### src/rtl/control_pipe.sv
// Registered instruction decoder with handshakes, load-use bubble insertion,
// multicycle MULT occupancy and illegal-encoding flagging; 1-cycle latency.
module control_pipe #(
  parameter int REG_AW   = 5,
  parameter int ALU_OPW  = 3,
  parameter int MULT_LAT = 4
) (
  input  logic               clk,
  input  logic               rst_n,
  input  logic               in_valid,
  output logic               in_ready,
  input  logic [31:0]        instr,
  output logic               out_valid,
  input  logic               out_ready,
  output logic [REG_AW-1:0]  rs,
  output logic [REG_AW-1:0]  rt,
  output logic [REG_AW-1:0]  rd,
  output logic               rf_we,
  output logic               sel_mux1,
  output logic               sel_mux2,
  output logic               ram_we,
  output logic [ALU_OPW-1:0] alu_op,
  output logic               illegal,
  output logic               busy
);

  localparam logic [5:0] OP_NOP = 6'd0;
  localparam logic [5:0] OP_R   = 6'd6;
  localparam logic [5:0] OP_LW  = 6'd7;
  localparam logic [5:0] OP_SW  = 6'd8;

  localparam logic [5:0] FN_ADD  = 6'd32;
  localparam logic [5:0] FN_SUB  = 6'd34;
  localparam logic [5:0] FN_AND  = 6'd36;
  localparam logic [5:0] FN_OR   = 6'd37;
  localparam logic [5:0] FN_MULT = 6'd50;

  localparam logic [ALU_OPW-1:0] ALU_ADD  = ALU_OPW'(1);
  localparam logic [ALU_OPW-1:0] ALU_SUB  = ALU_OPW'(2);
  localparam logic [ALU_OPW-1:0] ALU_MULT = ALU_OPW'(3);
  localparam logic [ALU_OPW-1:0] ALU_AND  = ALU_OPW'(4);
  localparam logic [ALU_OPW-1:0] ALU_OR   = ALU_OPW'(5);

  typedef enum logic [1:0] {IDLE, MULT_WAIT, BUBBLE} state_t;

  state_t state, state_nxt;
  logic [3:0] cnt, cnt_nxt;

  logic              ld_vld;
  logic [REG_AW-1:0] ld_reg;

  logic [5:0]        opcode, funct;
  logic [4:0]        fld_rs, fld_rt, fld_rd;
  logic [REG_AW-1:0] f_rs, f_rt, f_rd;
  logic              is_rtype, is_lw, is_sw, is_mult;
  logic              hazard, accept;

  logic               d_rf_we, d_sel_mux1, d_sel_mux2, d_ram_we, d_illegal;
  logic [ALU_OPW-1:0] d_alu_op;

  logic unused_shamt;

  assign opcode = instr[31:26];
  assign funct  = instr[5:0];
  assign fld_rs = instr[25:21];
  assign fld_rt = instr[20:16];
  assign fld_rd = instr[15:11];
  assign f_rs   = fld_rs[4 -: REG_AW];
  assign f_rt   = fld_rt[4 -: REG_AW];
  assign f_rd   = fld_rd[4 -: REG_AW];
  assign unused_shamt = ^instr[10:6];

  assign is_rtype = (opcode == OP_R);
  assign is_lw    = (opcode == OP_LW);
  assign is_sw    = (opcode == OP_SW);
  assign is_mult  = is_rtype && (funct == FN_MULT);

  always_comb begin
    d_rf_we    = 1'b0;
    d_sel_mux1 = 1'b0;
    d_sel_mux2 = 1'b0;
    d_ram_we   = 1'b0;
    d_alu_op   = '0;
    d_illegal  = 1'b0;
    case (opcode)
      // opcode 0 is only legal as the all-zero NOP word
      OP_NOP: d_illegal = (instr != 32'd0);
      OP_LW: begin
        d_rf_we    = 1'b1;
        d_sel_mux1 = 1'b1;
        d_sel_mux2 = 1'b1;
        d_alu_op   = ALU_ADD;
      end
      OP_SW: begin
        d_sel_mux2 = 1'b1;
        d_ram_we   = 1'b1;
        d_alu_op   = ALU_ADD;
      end
      OP_R: begin
        d_rf_we = 1'b1;
        case (funct)
          FN_ADD:  d_alu_op = ALU_ADD;
          FN_SUB:  d_alu_op = ALU_SUB;
          FN_MULT: d_alu_op = ALU_MULT;
          FN_AND:  d_alu_op = ALU_AND;
          FN_OR:   d_alu_op = ALU_OR;
          default: begin
            d_rf_we   = 1'b0;
            d_illegal = 1'b1;
          end
        endcase
      end
      default: d_illegal = 1'b1;
    endcase
  end

  // rt only counts as a source for instructions that actually read it
  assign hazard = in_valid && ld_vld && (ld_reg != '0) &&
                  ((ld_reg == f_rs) || ((is_rtype || is_sw) && (ld_reg == f_rt)));

  assign in_ready = rst_n && (state == IDLE) && !hazard && (!out_valid || out_ready);
  assign accept   = in_valid && in_ready;
  assign busy     = (state == MULT_WAIT) || (state == BUBBLE);

  always_comb begin
    state_nxt = state;
    cnt_nxt   = cnt;
    case (state)
      IDLE: begin
        if (hazard) begin
          state_nxt = BUBBLE;
        end else if (accept && is_mult) begin
          cnt_nxt = 4'(MULT_LAT - 1);
          if (MULT_LAT > 1) state_nxt = MULT_WAIT;
        end
      end
      MULT_WAIT: begin
        cnt_nxt = cnt - 4'd1;
        if (cnt <= 4'd1) state_nxt = IDLE;
      end
      BUBBLE:  state_nxt = IDLE;
      default: state_nxt = IDLE;
    endcase
  end

  always_ff @(posedge clk) begin
    if (!rst_n) begin
      state <= IDLE;
      cnt   <= '0;
    end else begin
      state <= state_nxt;
      cnt   <= cnt_nxt;
    end
  end

  always_ff @(posedge clk) begin
    if (!rst_n) begin
      ld_vld <= 1'b0;
      ld_reg <= '0;
    end else if (accept) begin
      ld_vld <= is_lw;
      ld_reg <= f_rt;
    end else if ((state == IDLE) && hazard) begin
      ld_vld <= 1'b0;
    end
  end

  always_ff @(posedge clk) begin
    if (!rst_n) begin
      out_valid <= 1'b0;
      rs        <= '0;
      rt        <= '0;
      rd        <= '0;
      rf_we     <= 1'b0;
      sel_mux1  <= 1'b0;
      sel_mux2  <= 1'b0;
      ram_we    <= 1'b0;
      alu_op    <= '0;
      illegal   <= 1'b0;
    end else if (accept) begin
      out_valid <= 1'b1;
      rs        <= f_rs;
      rt        <= f_rt;
      rd        <= f_rd;
      rf_we     <= d_rf_we;
      sel_mux1  <= d_sel_mux1;
      sel_mux2  <= d_sel_mux2;
      ram_we    <= d_ram_we;
      alu_op    <= d_alu_op;
      illegal   <= d_illegal;
    end else if (out_valid && out_ready) begin
      out_valid <= 1'b0;
    end
  end

endmodule

### config.mk
export PLATFORM = sky130hd
export DESIGN_NAME = control_pipe
export DESIGN_NICKNAME = d
export VERILOG_FILES = /design/src/rtl/control_pipe.sv
export SDC_FILE = /design/constraint.sdc
export NUM_CORES = 1
export LEC_CHECK = 0
export ABC_AREA = 0
export BUFFER_PORTS_ARGS = -buffer_cell sky130_fd_sc_hd__buf_2
export CORE_MARGIN = 2
export CORE_UTILIZATION = 40
export CTS_BUF_LIST = sky130_fd_sc_hd__clkbuf_2 sky130_fd_sc_hd__clkbuf_4 sky130_fd_sc_hd__clkbuf_8
export DETAILED_ROUTE_END_ITERATION = 6
export PLACE_DENSITY = 0.73
export SLEW_MARGIN = 20
export SYNTH_ARGS = -nofsm -noshare
export SYNTH_HDL_FRONTEND = slang
export SYNTH_SLANG_ARGS = --single-unit
### constraint.sdc
create_clock -name clk -period 1.78 [get_ports clk]
set_clock_uncertainty 0.15 [all_clocks]
set_input_delay 0.178 -clock clk [delete_from_list [all_inputs] [get_ports clk]]
set_output_delay 0.178 -clock clk [all_outputs]
set_load 0.05 [all_outputs]
* Word level (Yosys, flattened, before mapping)
Cells that the tools add are included.
** Word-level totals
- Logic and storage cells :: 80
- Output and inout bits :: 26
- Input port bits :: 36
- Register bits :: 31
** Operators by class
- Mux-type cells :: 20
- Eq/ne operators :: 16
- Add/sub/neg operators :: 1
- Magnitude comparators :: 1
- Reductions and logical operators :: 29
** Operators with widths (count)
- $reduce_bool 32->1 :: 1
- $eq 6x6->1 const B :: 5
- $pmux 3 s5 :: 1
- $eq 6x3->1 const B :: 2
- $logic_and 1x1->1 :: 12
- $eq 5x5->1 :: 2
- $mux 1 :: 9
- $mux 4 :: 2
- $pmux 4 s2 :: 1
- $eq 6x4->1 const B :: 1
- $logic_not 6->1 :: 1
- $mux 2 :: 3
- $pmux 3 s2 :: 1
- $reduce_bool 2->1 :: 3
- $reduce_bool 5->1 :: 1
- $reduce_or 5->1 :: 1
- $le 4x1->1 const B :: 1
- $logic_or 1x1->1 :: 4
- $ne 2x1->1 const B :: 2
- $pmux 2 s2 :: 1
- $sub 4x1->4 const B :: 1
- $ne 3x2->1 const B :: 1
- $pmux 1 s3 :: 1
- $reduce_and 3->1 :: 1
- 8 further kinds :: 9

* Depth between registers and ports, before layout
- Word-level depth :: 13
- Mapped depth :: 8
- Gate-level depth less buffers :: 7

* Least setup slack after synthesis
Ideal clock, no wire load.
- Path type :: flip-flop to output port
- Start :: register rt[0] (netlist name)
- End :: output in_ready
- Setup slack :: -0.723 ns
- Required time :: 1.452 ns
- Data arrival time :: 2.175 ns
- Cell stages (with the launch flop) :: 7
- Path buffers :: 1
- Cells stage by stage :: dfxtp_1 > or3_1 > o311a_1 > o21ai_2 > buf_6 > nand2_1 > nor2_1
** RTL lines
- end: declaration :: RTL line 11 : output logic in_ready,

==> impl_results.md <==
* Outcome: complete, but fails checks
* Failing checks: negative setup slack
* Most crowded layer after global routing: met2
* Layout Nets at 355
* Chip Width at 69.7 microns
* Ports at 62
* Maximum number of pins on one net before global-route repair at 34
* Max Cap Viol at 0
* Hold Slack at a little under 0.009 ns
* Startpoint Class: register
* Pwr per Cell Area at approximately 630 mW/mm^2
* Avg WL per Cell at about 16 microns
* Leakage power at 1.24 nW
* Core area at 0.00409 sq mm
* First-pass GRT wire length at ~8500 microns
* Slowest cell on crit path: or3_1
* Final Max Tran Viols at 0
* Area growth syn-to-layout at 55.4%
* Multi-input logic area at roughly 0.0012 sq mm
* Number of DRC markers in iteration 0 at about 170
* CTS tree: done
* Total wire length at just under 6000 microns
* Number of global-route vias before repair at approximately 1900
* Post-synth EDFFs at 0
* Worst path max stage delay at approximately 0.36 ns
* Relative slew slack at 0.676
* GP Congestion at about 0.87
* Synth async-reset ratio at 0
* Syn_area_per_cell at approximately 8 sq um
* TritonRoute pass-1 iters at 4
* Buffers & Inverters on Critical Path at 1
* Via Count at around 2000
* TritonCTS Buffers at 5
* Crit Path Class: register to output port
* Final setup viols at 32
* CTS Root Cell: clkbuf_8
* Initial Utilization at 0.422
* Worst-Skew Late Latency at ~0.29 ns
* CTS H-tree depth at 2
* Most common cell after layout, fill and taps aside: buf_2
* Num Clock Sinks at 31
* Reg clk slew, reported paths at approximately 0.06 ns
* Syn_nets at approximately 260
* Initial antenna violation count at 0
* Global route overflow at 0
* Fin worst setup slack at -0.325 ns
* Synthesized flop and latch total at 31
* Port buffer count at a little over 60
* CP max FO at 2
* Slew @ Worst Pin at a little under 0.5 ns
* CP arrival at about 1.8 ns
* Ys flop type: dfxtp_1
* Met3 GRT Util at 0.0378
* Worst Hold Class: input port to register
* Avg Vias per Cell at approximately 5.5
* Grt met2 use at 0.382
* Peak Freq at ~470 MHz
* Synth cell types at 46
* Worst setup EP type: output port
* Hpwl dp at around 3700 microns
* Met1 Usage GRT at 0.261
* Delay-heaviest family, CP: simple AND/OR/NAND/NOR gates
* Mapped Cells at between 200 and 250
* Ys Warns at 0
* Final hold vios at 0
* Peak supply drop at 0.000287 V
* Fill count at between 300 and 400
* Cell Chain, Critical Path: or3_1 > o311a_1 > o21ai_4 > nand2_2 > nor2_4 > buf_8
* Synthesized area at between 0.0015 and 0.002 sq mm
* Register area at between 600 and 700 sq um
* Residual DRC at 0
* Area of the die at slightly below 0.005 sq mm
* N_diodes at 0
* CTS max path bufs at 2
* RSZ-0062 raised after global routing: true
* Cell row count at 23
* Worst EP required at around 1.5 ns
* Crit path time final at ~2.1 ns
* Post-synthesis sequential area ratio at 0.360
* Crit share post-route at 1.18
* Final antenna-violating net count at 0
* Die H at ~70 microns
* Most frequent cells in the layout: buf_2, nand2_1, dfxtp_1, buf_4, nand3_1
* Pwr Total at about 1.7 mW
* Layout cells sized above 1 at 0.459
* Gr usage total at 0.218
## path summary, 6_finish.rpt
kind / start / to / cells past startpoint / slack (ns)
max: rt[0]$_SDFFE_PN0P_ / in_ready / 6 / -0.33
min: instr[18] / rt[2]$_SDFFE_PN0P_ / 3 / 0.009
max reg2reg: rt[0]$_SDFFE_PN0P_ / cnt[0]$_SDFFE_PN0P_ / 9 / -0.28
min reg2reg: rs[1]$_SDFFE_PN0P_ / rs[1]$_SDFFE_PN0P_ / 2 / 0.31
## area by class of cell
cell class / instances / area share
Clock buffer: 6 / 0.0285
Clock inverter: 2 / 0.00280
Timing Repair Buffer: 101 / 0.252
Multi-Input combinational cell: 169 / 0.445
Sequential cell: 31 / 0.239
Inverter: 7 / 0.00980
Tap cell: 50 / 0.0233
## tightest hold or removal path: stages
cell and delay (ns):
buf_2 0.13, nand3_2 0.06, o21ai_2 0.04
## cells by family (layout without fill, tap and decap cells)
logic type                 after synthesis  after routing  share of synthesized area
DFF                                     31             31                      0.360
muxes                                    6              6                     0.0348
AOI/OAI and AO/OA                       40             40                      0.150
buffers and inverters                   19            116                     0.0559
adders and majority gates                4              4                     0.0290
and+or+nand+nor                        106            109                      0.319
xor gates and xnor gates                10             10                     0.0508
## flip-flops by register name (all words and copies together) (netlist names)
register   cells
alu_op         3
cnt            4
illegal        1
ld_vld         1
out_valid      1
ram_we         1
rd             5
rf_we          1
rs             5
rt             5
sel_mux1       1
sel_mux2       1
state          2
## layer usage
layer  share of wire  vias to the layer above
met4           0.027                        0
met3           0.065                       18
met5               0                        -
met2            0.50                       85
li1                -                      964
met1            0.41                      949
## through the flow
stage | setup slack (ns) | TNS, ns | cells | instance area (sq um) | utilization
2_1_floorplan | -0.175 | -0.505 | 216 | 1780 | -
3_3_place_gp | -0.125 | -2.34 | 342 | 2270 | 0.556
3_5_place_dp | -0.164 | -2.89 | 342 | 2270 | 0.556
4_1_cts | -0.302 | -4.19 | 359 | 2470 | 0.606
5_1_grt | -0.353 | -7.42 | 366 | 2680 | 0.656
6_report | -0.325 | -5.78 | 366 | 2680 | 0.656
## Yosys cell counts (2+ instances only)
| cell type | count | share of area |
|---|---|---|
| xnor2_1 | 6 | 0.030 |
| a211oi_1 | 2 | 0.0087 |
| o211a_1 | 2 | 0.012 |
| nor4_1 | 6 | 0.022 |
| nand3b_1 | 3 | 0.013 |
| mux2i_1 | 6 | 0.035 |
| ha_1 | 4 | 0.029 |
| nor2b_1 | 4 | 0.015 |
| xor2_1 | 4 | 0.020 |
| clkbuf_1 | 7 | 0.015 |
| o21ai_0 | 20 | 0.058 |
| nand3_1 | 21 | 0.061 |
| a21oi_1 | 3 | 0.0087 |
| nand2b_1 | 3 | 0.011 |
| a31oi_1 | 2 | 0.0073 |
| nor3_1 | 3 | 0.0087 |
| nor3b_1 | 3 | 0.013 |
| inv_1 | 7 | 0.015 |
| nor2_1 | 10 | 0.022 |
| dfxtp_1 | 31 | 0.36 |
| and3_1 | 6 | 0.022 |
| nand4_1 | 5 | 0.018 |
| nand2_1 | 34 | 0.074 |
| o22ai_1 | 2 | 0.0073 |
## timing repair
action / CTS / global route
setup buffers: 2 / 6
resized for setup: 8 / 54
hold buffers: 5 / 0
pin swaps: 1 / 27
hold endpoints to repair: 5 / 0
endpoints found under the setup margin: 30 / 32
gates cloned: 2 / 1
## report_power, final
group	internal [mW]	total, mW	switching (mW)
Combinational	0.159	0.418	0.259
Clock	0.281	0.540	0.259
Sequential	0.722	0.744	0.0213
Total	1.16	1.70	0.539
Power figures use the tool's default switching activity.
